[config.mk]
export PLATFORM = sky130hd
export DESIGN_NAME = bridge_n
export DESIGN_NICKNAME = d
export VERILOG_FILES = /design/src/rtl/bridge_pkg.sv /design/src/rtl/bridge_irq_ctrl.sv /design/src/rtl/bridge_n.sv
export SDC_FILE = /design/constraint.sdc
export NUM_CORES = 1
export LEC_CHECK = 0
export CORE_AREA = 3 3 111 113
export DETAILED_ROUTE_END_ITERATION = 6
export DIE_AREA = 0 0 114 116
export GPL_TIMING_DRIVEN = 0
export MAX_ROUTING_LAYER = met4
export PLACE_DENSITY = 0.86
export SETUP_SLACK_MARGIN = 0.5
export SYNTH_ARGS = -nofsm -noshare
export SYNTH_HDL_FRONTEND = slang
export SYNTH_HIERARCHICAL = 1
export SYNTH_SLANG_ARGS = --single-unit
[constraint.sdc]
create_clock -name clk -period 2.9 [get_ports clk]
set_input_delay 0.58 -clock clk [delete_from_list [all_inputs] [get_ports clk]]
set_output_delay 0.58 -clock clk [all_outputs]
set_load 0.005 [all_outputs]
[src/rtl/bridge_pkg.sv]
// Shared types and constants for the CPU-to-peripheral bridge: FSM states,
// interrupt register offsets and the slot-index width helper.
package bridge_pkg;

  typedef enum logic [1:0] {
    IDLE   = 2'd0,
    ACCESS = 2'd1,
    DONE   = 2'd2
  } state_t;

  localparam logic [31:0] IRQ_PENDING_OFS = 32'h0;
  localparam logic [31:0] IRQ_MASK_OFS    = 32'h4;

  // A single slot still needs a one-bit index.
  function automatic int sel_width(input int ndev);
    return (ndev > 1) ? $clog2(ndev) : 1;
  endfunction

endpackage

[src/rtl/bridge_irq_ctrl.sv]
// Interrupt aggregator: rising-edge capture into PENDING (write-1-to-clear,
// set wins), a RW MASK register and a registered combined interrupt line.
module bridge_irq_ctrl #(
  parameter int NDEV = 4
) (
  input  logic            clk,
  input  logic            reset,
  input  logic [NDEV-1:0] dev_irq,
  input  logic            pend_clr_en,
  input  logic            mask_wr_en,
  input  logic [NDEV-1:0] wr_data,
  output logic [NDEV-1:0] pending,
  output logic [NDEV-1:0] mask,
  output logic            irq_out
);

  logic [NDEV-1:0] irq_prev_reg;
  logic [NDEV-1:0] rise;
  logic [NDEV-1:0] clr;

  assign rise = dev_irq & ~irq_prev_reg;
  assign clr  = pend_clr_en ? wr_data : '0;

  always_ff @(posedge clk or negedge reset) begin
    if (!reset) begin
      irq_prev_reg <= '0;
      pending      <= '0;
      mask         <= '0;
      irq_out      <= 1'b0;
    end else begin
      irq_prev_reg <= dev_irq;
      // OR-ing the edge in after the clear lets a same-cycle edge survive.
      pending      <= (pending & ~clr) | rise;
      if (mask_wr_en)
        mask <= wr_data;
      irq_out      <= |(pending & mask);
    end
  end

endmodule

[src/rtl/bridge_n.sv]
// CPU-to-peripheral bridge: address decode, per-access sequencing with device
// wait states, registered read data and errors. Optional macro BRIDGE_TIMEOUT_EN.
module bridge_n
  import bridge_pkg::*;
#(
  parameter int          NDEV        = 4,
  parameter int          SPAN_LOG2   = 4,
  parameter logic [31:0] DEV_BASE    = 32'h7F00,
  parameter logic [31:0] IRQ_BASE    = 32'h7F80,
  parameter int          TIMEOUT_CYC = 16
) (
  input  logic                 clk,
  input  logic                 reset,
  input  logic [31:0]          PrAddr,
  input  logic [31:0]          PrWD,
  input  logic                 PrWE,
  input  logic                 PrRE,
  output logic [31:0]          PrRD,
  output logic                 PrReady,
  output logic                 PrErr,
  output logic [SPAN_LOG2-1:0] DEV_Addr,
  output logic [31:0]          DEV_WD,
  output logic [NDEV-1:0]      DEV_WE,
  output logic [NDEV-1:0]      DEV_RE,
  input  logic [NDEV*32-1:0]   DEV_RD,
  input  logic [NDEV-1:0]      dev_ready,
  input  logic [NDEV-1:0]      dev_irq,
  output logic                 irq_out
);

  localparam int          SW        = sel_width(NDEV);
  localparam logic [31:0] DEV_SPAN  = 32'(NDEV) << SPAN_LOG2;
  localparam logic [31:0] PEND_ADDR = IRQ_BASE + IRQ_PENDING_OFS;
  localparam logic [31:0] MASK_ADDR = IRQ_BASE + IRQ_MASK_OFS;
  localparam logic [NDEV-1:0] SEL_ONE = NDEV'(1);

  state_t            state_reg, state_next;
  logic [SW-1:0]     sel_reg;
  logic              we_reg;
  logic [31:0]       rd_reg;
  logic              err_reg;

  logic [31:0]       dev_ofs;
  logic              dev_hit, pend_hit, mask_hit, req, accept;
  logic [SW-1:0]     req_sel;
  logic              pend_clr_en, mask_wr_en, dev_done, timeout;
  logic [NDEV-1:0]   pending, mask;
  logic [31:0]       dev_rd_arr [NDEV];

  for (genvar gi = 0; gi < NDEV; gi++) begin : g_rd
    assign dev_rd_arr[gi] = DEV_RD[32*gi +: 32];
  end

  // Unsigned wrap makes addresses below DEV_BASE fail the span compare too.
  assign dev_ofs  = PrAddr - DEV_BASE;
  assign dev_hit  = dev_ofs < DEV_SPAN;
  assign req_sel  = dev_ofs[SPAN_LOG2 +: SW];
  assign pend_hit = PrAddr[31:2] == PEND_ADDR[31:2];
  assign mask_hit = PrAddr[31:2] == MASK_ADDR[31:2];
  assign req      = PrWE | PrRE;
  assign accept   = (state_reg == IDLE) && req;

  assign pend_clr_en = accept && !dev_hit && pend_hit && PrWE;
  assign mask_wr_en  = accept && !dev_hit && !pend_hit && mask_hit && PrWE;
  assign dev_done    = dev_ready[sel_reg];

`ifdef BRIDGE_TIMEOUT_EN
  localparam int TW = ($clog2(TIMEOUT_CYC + 1) > 5) ? $clog2(TIMEOUT_CYC + 1) : 5;
  logic [TW-1:0] tmo_cnt_reg;

  assign timeout = (tmo_cnt_reg == TW'(TIMEOUT_CYC - 1));

  always_ff @(posedge clk or negedge reset) begin
    if (!reset)
      tmo_cnt_reg <= '0;
    else if (state_reg == ACCESS)
      tmo_cnt_reg <= tmo_cnt_reg + 1'b1;
    else
      tmo_cnt_reg <= '0;
  end
`else
  assign timeout = 1'b0;
`endif

  always_comb begin
    state_next = state_reg;
    case (state_reg)
      IDLE:    if (req) state_next = dev_hit ? ACCESS : DONE;
      ACCESS:  if (dev_done || timeout) state_next = DONE;
      DONE:    state_next = IDLE;
      default: state_next = IDLE;
    endcase
  end

  always_ff @(posedge clk or negedge reset) begin
    if (!reset) begin
      state_reg <= IDLE;
      sel_reg   <= '0;
      we_reg    <= 1'b0;
      rd_reg    <= '0;
      err_reg   <= 1'b0;
      DEV_Addr  <= '0;
      DEV_WD    <= '0;
      DEV_WE    <= '0;
      DEV_RE    <= '0;
    end else begin
      state_reg <= state_next;
      DEV_WE    <= '0;
      case (state_reg)
        IDLE: begin
          if (req) begin
            rd_reg  <= '0;
            err_reg <= 1'b0;
            if (dev_hit) begin
              sel_reg  <= req_sel;
              we_reg   <= PrWE;
              DEV_Addr <= dev_ofs[SPAN_LOG2-1:0];
              DEV_WD   <= PrWD;
              if (PrWE)
                DEV_WE <= SEL_ONE << req_sel;
              else
                DEV_RE <= SEL_ONE << req_sel;
            end else if (pend_hit) begin
              if (!PrWE) rd_reg <= 32'(pending);
            end else if (mask_hit) begin
              if (!PrWE) rd_reg <= 32'(mask);
            end else begin
              err_reg <= 1'b1;
            end
          end
        end
        ACCESS: begin
          if (dev_done) begin
            DEV_RE <= '0;
            if (!we_reg) rd_reg <= dev_rd_arr[sel_reg];
          end else if (timeout) begin
            DEV_RE  <= '0;
            err_reg <= 1'b1;
          end
        end
        default: ;
      endcase
    end
  end

  assign PrReady = (state_reg == DONE);
  assign PrRD    = rd_reg;
  assign PrErr   = err_reg;

  bridge_irq_ctrl #(.NDEV(NDEV)) u_irq (
    .clk         (clk),
    .reset       (reset),
    .dev_irq     (dev_irq),
    .pend_clr_en (pend_clr_en),
    .mask_wr_en  (mask_wr_en),
    .wr_data     (PrWD[NDEV-1:0]),
    .pending     (pending),
    .mask        (mask),
    .irq_out     (irq_out)
  );

endmodule
==> impl_metrics.py <==
metrics = {
    "critical_path": {
        "end_kind": "flip-flop",
        "crit_arrival_ns": 2.55,
        "r2r-start": "sel_reg[0]",
        "r2r-end": "PrRD[0]",
        "worst-r2r-cell-count": 7,
        "r2r_setup_slack_ns": 0.68,
        "cp-start-kind": "primary input",
        "critPathKind": "in -> reg",
        "worstPathRequired_ns": 3.13,
        "cp_max_fo": 4,
    },
    "grt": {
        "grt_util_met3_pct": 3.71,
        "grt_max_degree": 58,
        "overflow": 0,
        "track_usage_pct": 23.0,
        "grt_pass1_vias": 4479,
        "grt.met1_usage_pct": 27.2,
        "busiest_layer": "met2",
        "grt_pass1_wl_um": 23000,
        "use_met2_pct": 40.5,
        "antenna_found_initial": 0,
    },
    "yosys": {
        "netlist_area_um2": 4660,
        "ys_top_cells_by_area": "dfrtp_1 (51%), mux4_2 (16%), mux2_2 (8.7%), nand2_1 (5.9%), o21ai_0 (3.1%)",
        "netlist.area_leader.share_pct": 51.1,
        "synth_nets": 572,
        "synth_edf_count": 0,
        "netlist_instances": 368,
        "synth.largest_area_cell": "dfrtp_1",
        "synthFlopType": "dfrtp_1",
        "ys_types": 37,
        "ys_seq_area_share_pct": 51.1,
        "yosysWarningCount": 6,
        "syn_area_per_cell_um2": 12.7,
        "synthArstFlopShare_pct": 100,
        "ys_seq_elements": 95,
    },
    "floorplan": {
        "die_x_um": 114,
        "core_um2": 11400,
        "rows": 39,
        "die-area_um2": 13200,
        "ioPinCount": 283,
        "die_h_um": 116,
        "start_util_pct": 40.8,
    },
    "finish": {
        "nFillCells": 807,
        "antennaDiodeCount": 0,
        "nNetsFinal": 875,
        "stdcell_count": 819,
        "mostFrequentLayoutCells": "clkdlybuf4s50_1 (262), dfrtp_1 (95), nand2_1 (73)",
        "drive_above_1_share_pct": 19.1,
        "final_common_cell": "clkdlybuf4s50_1",
        "fin_util_pct": 71.1,
        "area.growth.synth_to_final_pct": 74.4,
    },
    "timing": {
        "relSlewSlack_pct": 61.8,
        "worst_pin_slew_ns": 0.574,
        "rsz0062_at_grt": "false",
        "setup-violations-final": 0,
        "drv_slew": 0,
        "max_freq_ghz": 0.431,
        "hold_viol": 0,
        "skew_ns": 0.00838,
        "period_minus_slack_ns": 2.32,
        "period_share_pct": 80.0,
    },
    "placed_design": {
        "place_inst": 793,
        "dp_hpwl_um": 12300,
        "gp_congestion": 0.847,
        "port_buffers": 281,
    },
    "route": {
        "wl_um": 15100,
        "viasPerCell": 5.15,
        "routedWlPerCell_um": 18.5,
        "drc": 0,
        "first_pass_iters": 4,
        "route.vias.total": 4220,
        "drt_iter0_drc": 218,
        "ant_nets": 0,
    },
    "power_and_ir_drop": {
        "vdd_drop_max_mv": 0.243,
        "pwr_density_cell_nw_per_um2": 359,
        "p_sw_mw": 0.685,
        "combPwrFrac_pct": 15.1,
        "pwr-share-clk_pct": 39.0,
        "power_leakage_nw": 3.41,
        "p_seq_share_pct": 45.9,
        "internal-power_mw": 2.23,
        "switching_share_pct": 23.5,
    },
    "clock_tree": {
        "ctsRootBufferMaster": "clkbuf_16",
        "cts.sinks": 95,
        "cts_buffer_depth": 2,
        "htree_levels": 3,
        "cts-buffers-inserted": 9,
        "ctsHoldBuffers": 0,
        "cts_tree": "done",
        "clkLatencyLatePin_ns": 0.34,
        "clk_pin_slew_worst_paths_ns": 0.07,
    },
    "job": {
        "maxCapViolations": 0,
    },
    "run_status": {
        "status": "completed",
    },
    "min_path": {
        "hold_path_class": "in -> async",
    },
}
[what timing repair did]
action	4_1_cts	5_1_grt
buffers inserted	10	0
pin swaps	10	5
resized for setup	28	13
setup endpoints to repair	51	55
[worst max-delay path by stage]
| stage | start | end | slack [ns] |
|---|---|---|---|
| 4_1_cts | sel_reg[0] | PrRD[0] | 0.51 |
| 6_report | PrAddr[23] | u_irq/mask[2] | 0.58 |
| 3_3_place_gp | reset | u_irq/irq_prev_reg[2] | -2.08 |
| 3_5_place_dp | PrAddr[17] | DEV_WD[24] | -0.18 |
| 2_1_floorplan | PrAddr[25] | u_irq/mask[0] | 0.53 |
| 5_1_grt | PrAddr[7] | DEV_WD[24] | 0.52 |
[cells by family after synthesis]
logic type / share of synthesized area, %
mux: 28.2
simple gates: 10.9
buf+inv: 2.90
compound gates: 6.99
flops: 51.1
[synthesized netlist by cell type (2+ instances only)]
master and number:
mux2i_1 4, nor3_1 2, mux2_1 11, nand2_1 73
a22o_1 7, nand3_1 2, mux4_2 33, clkbuf_1 11
dfrtp_1 95, nor4_1 6, o41ai_1 5, a21oi_1 5
nand2b_1 4, a22oi_1 2, nand4b_1 2, nor2b_1 2
inv_1 5, nor2_1 6, o21ai_0 29, buf_2 12
mux2_2 36
[critical path, cell delays in order]
cell and delay, ns:
clkdlybuf4s50_1 0.41, nor4_2 0.26, nand4_1 0.20, or2_1 0.27, buf_6 0.14, nor4_4 0.22, buf_6 0.17, mux2_4 0.30
[power by group through the flow]
stage / clock network (mW) / registers, mW / logic (mW)
2_1_floorplan: 0 / 1.36 / 0.0960
3_3_place_gp: 0 / 1.36 / 0.430
3_5_place_dp: 0 / 1.36 / 0.444
4_1_cts: 1.16 / 1.34 / 0.442
5_1_grt: 1.21 / 1.34 / 0.472
6_report: 1.13 / 1.34 / 0.440
[area by class of cell]
class | instances | area [µm²] | area share (%)
buffer | 25 | 143 | 1.76
clock buffer | 9 | 225 | 2.77
clock inverter | 7 | 62.6 | 0.771
inverter | 5 | 18.8 | 0.231
multi-input combinational | 243 | 2210 | 27.2
sequential | 95 | 2380 | 29.3
tap | 143 | 179 | 2.20
timing repair buffer | 292 | 2900 | 35.7
[through the flow]
step	power (mW)	TNS [ns]	hold slack (ns)	instance area [µm²]	setup WS (ns)
floorplan	1.46	0	0.284	4680	0.530
global placement	1.79	-199.26	0.461	7670	-2.08
detailed placement	1.81	-6.36	0.469	7690	-0.179
CTS	2.94	0	0.223	8090	0.511
global route	3.02	0	0.242	8120	0.515
finish	2.91	0	0.217	8120	0.579
[per-layer routing]
metal  share of wire (%)  routed length, µm  vias to the layer above
met4                 1.7                263                        0
met1                  38               5780                     2068
met3                 6.1                929                       18
met5                   0                  0                        -
li1                    -                  -                     1961
met2                  54               8150                      173
(Power assumes the default switching activity.)
==> RTL change, RTL diff (same settings) <==
The option `BRIDGE_TIMEOUT_EN` is turned on by a define.
--- a/src/rtl/bridge_n.sv
+++ b/src/rtl/bridge_n.sv
@@ -2,2 +2,4 @@
 // wait states, registered read data and errors. Optional macro BRIDGE_TIMEOUT_EN.
+`define BRIDGE_TIMEOUT_EN
+
 module bridge_n
Formal check against the unedited RTL: same outputs for any inputs over 4 cycles, from zero or initial values and one cycle with reset low; that may be too few to reach the edited logic, so the function may still have changed.
==> RTL change against the unedited design <==
Wire length increased by 17%; clock skew is 0.0011 ns lower; the flow now finishes with violations (negative setup slack); setup slack worse by 0.71 ns; sequential power grew 6%; sequential cell count rose by 5; design area increased by 12%; total power increased by 8.8%; area after synthesis rose by 13%; hold slack gained 0.066 ns.
==> RTL change: results <==
export IMPL_viasPerCell=5.46
export IMPL_p_leak_uw=0.00397
export IMPL_synth_nets=641
export IMPL_routedWlPerCell_um=19.8
export IMPL_antenna_cells=0
export IMPL_grt_first_pass_wirelength_um=27400
export IMPL_crit_family="simple AND/OR/NAND/NOR gates"
export IMPL_synth_area_leaders="dfrtp_1, mux4_2, mux2_4, nand2_1, nand3_1"
export IMPL_drive_gt1_share_pct=23.1
export IMPL_fin_ws_ns=-0.131
export IMPL_finalClockSkew_ns=0.00733
export IMPL_first_iter_violations=204
export IMPL_ys_types=52
export IMPL_worstReg2RegEnd="DEV_WD[7]$_DFFE_PN0P_"
export IMPL_worst_slew_pin_transition_ns=0.781
export IMPL_hold_path_class="in2async"
export IMPL_crit_slowest_cell="or4_4"
export IMPL_async_flop_share_pct=100
export IMPL_clkLatencyLatePin_ns=0.34
export IMPL_worstPathMaxFanout=5
export IMPL_grtUsageTotal_pct=27.5
export IMPL_cts_root_buf="clkbuf_16"
export IMPL_clk_pin_slew_worst_paths_ns=0.06
export IMPL_antenna_found_initial=0
export IMPL_grt_max_degree=54
export IMPL_grt_pass1_vias=5296
export IMPL_slowest_delay_ns=0.53
export IMPL_nNetsFinal=953
export IMPL_ir_drop_mv=0.334
export IMPL_status="complete, but fails checks"
export IMPL_cts_made_buffers=9
export IMPL_gp_congestion=0.957
export IMPL_netlist_top_cells_count="dfrtp_1, nand2_1, mux2_4"
export IMPL_dp_hpwl_um=13600
export IMPL_fillerInstances=693
export IMPL_portBuffers=280
export IMPL_reg2reg_depth=6
export IMPL_fin_crit_ns=3.03
export IMPL_yosysWarnings=6
export IMPL_seq_area_frac_synth_pct=47.4
export IMPL_cts_max_path_buffers=2
export IMPL_htreeDepth=3
export IMPL_setup_viol=40
export IMPL_first_pass_iters=4
export IMPL_hold_buffers=0
export IMPL_r2r_start="state_reg[1]$_DFFE_PN0P_"
export IMPL_cp_arrival_ns=3.24
export IMPL_reg2reg_slack_ns=0.58
export IMPL_violations="negative setup slack"
-- RTL change: logic make-up after synthesis --
| kind of cell | after synthesis | synth area share [%] |
|---|---|---|
| multiplexers | 79 | 26.4 |
| buffers and inverters | 38 | 3.32 |
| flip-flops | 100 | 47.4 |
| AND/OR/NAND/NOR | 166 | 14.8 |
| XOR/XNOR | 5 | 0.830 |
| adder cells (fa/ha/maj) | 2 | 0.474 |
| AO/OA/AOI/OAI | 45 | 6.76 |
-- RTL change: final cells by class --
class	count	share of cell area, %
timing repair buffer	301	33.4
multi-input combinational	297	31.0
sequential	100	27.4
clock buffer	10	2.62
buffer	29	2.52
tap	143	1.96
clock inverter	6	0.699
inverter	9	0.370
-- RTL change: how the worst max path moves through the flow --
stage	from	to	slack, ns	depth (start not counted)
2_1_floorplan	PrAddr[15]	DEV_Addr[0]$_DFFE_PN0P_	-0.22	9
3_3_place_gp	reset	PrRD[19]$_DFFE_PN0P_	-2.34	1
3_5_place_dp	PrAddr[16]	DEV_WD[7]$_DFFE_PN0P_	-0.99	9
4_1_cts	PrAddr[15]	DEV_WD[7]$_DFFE_PN0P_	-0.26	10
5_1_grt	PrAddr[10]	DEV_WD[17]$_DFFE_PN0P_	-0.16	10
6_report	PrAddr[17]	DEV_WD[7]$_DFFE_PN0P_	-0.13	10
-- RTL change: through the flow --
step	worst slack, ns	instances	cell area (µm²)	hold slack, ns	setup TNS [ns]
3_3_place_gp	-2.34	858	8330	0.446	-284.76
5_1_grt	-0.160	895	9130	0.332	-5.48
4_1_cts	-0.258	888	8960	0.305	-9.06
6_report	-0.131	895	9130	0.283	-4.22
2_1_floorplan	-0.218	435	5350	0.284	-9.46
3_5_place_dp	-0.995	859	8350	0.463	-54.11
-- RTL change: repair_timing --
item                       4_1_cts  5_1_grt
gates resized for setup         84       41
buffers inserted                11        7
pin swaps                       16       13
cloned                           2        0
setup endpoints to repair       90       90
-- RTL change: where the power goes --
group	leakage, µW	switching [µW]	internal [µW]	total (µW)
Combinational	0.00247	195	344	540
Sequential	0.00136	9.91	1410	1420
Clock	0.000144	515	691	1210
-- RTL change: worst reg2reg max path, delay by kind of cell (launching register included) --
kind	cells	cell delay [ns]
buffers and inverters	3	0.60
DFF	1	0.38
muxes	1	0.29
and+or+nand+nor	2	0.92
-- RTL change: metal layers --
layer | GRT usage [%] | part of all wire [%] | vias to the layer above
met5 | - | 0 | -
met4 | 9.34 | 2.9 | 0
met3 | 5.01 | 5.8 | 47
met2 | 47.5 | 54 | 213
met1 | 32.6 | 38 | 2400
li1 | - | - | 2226
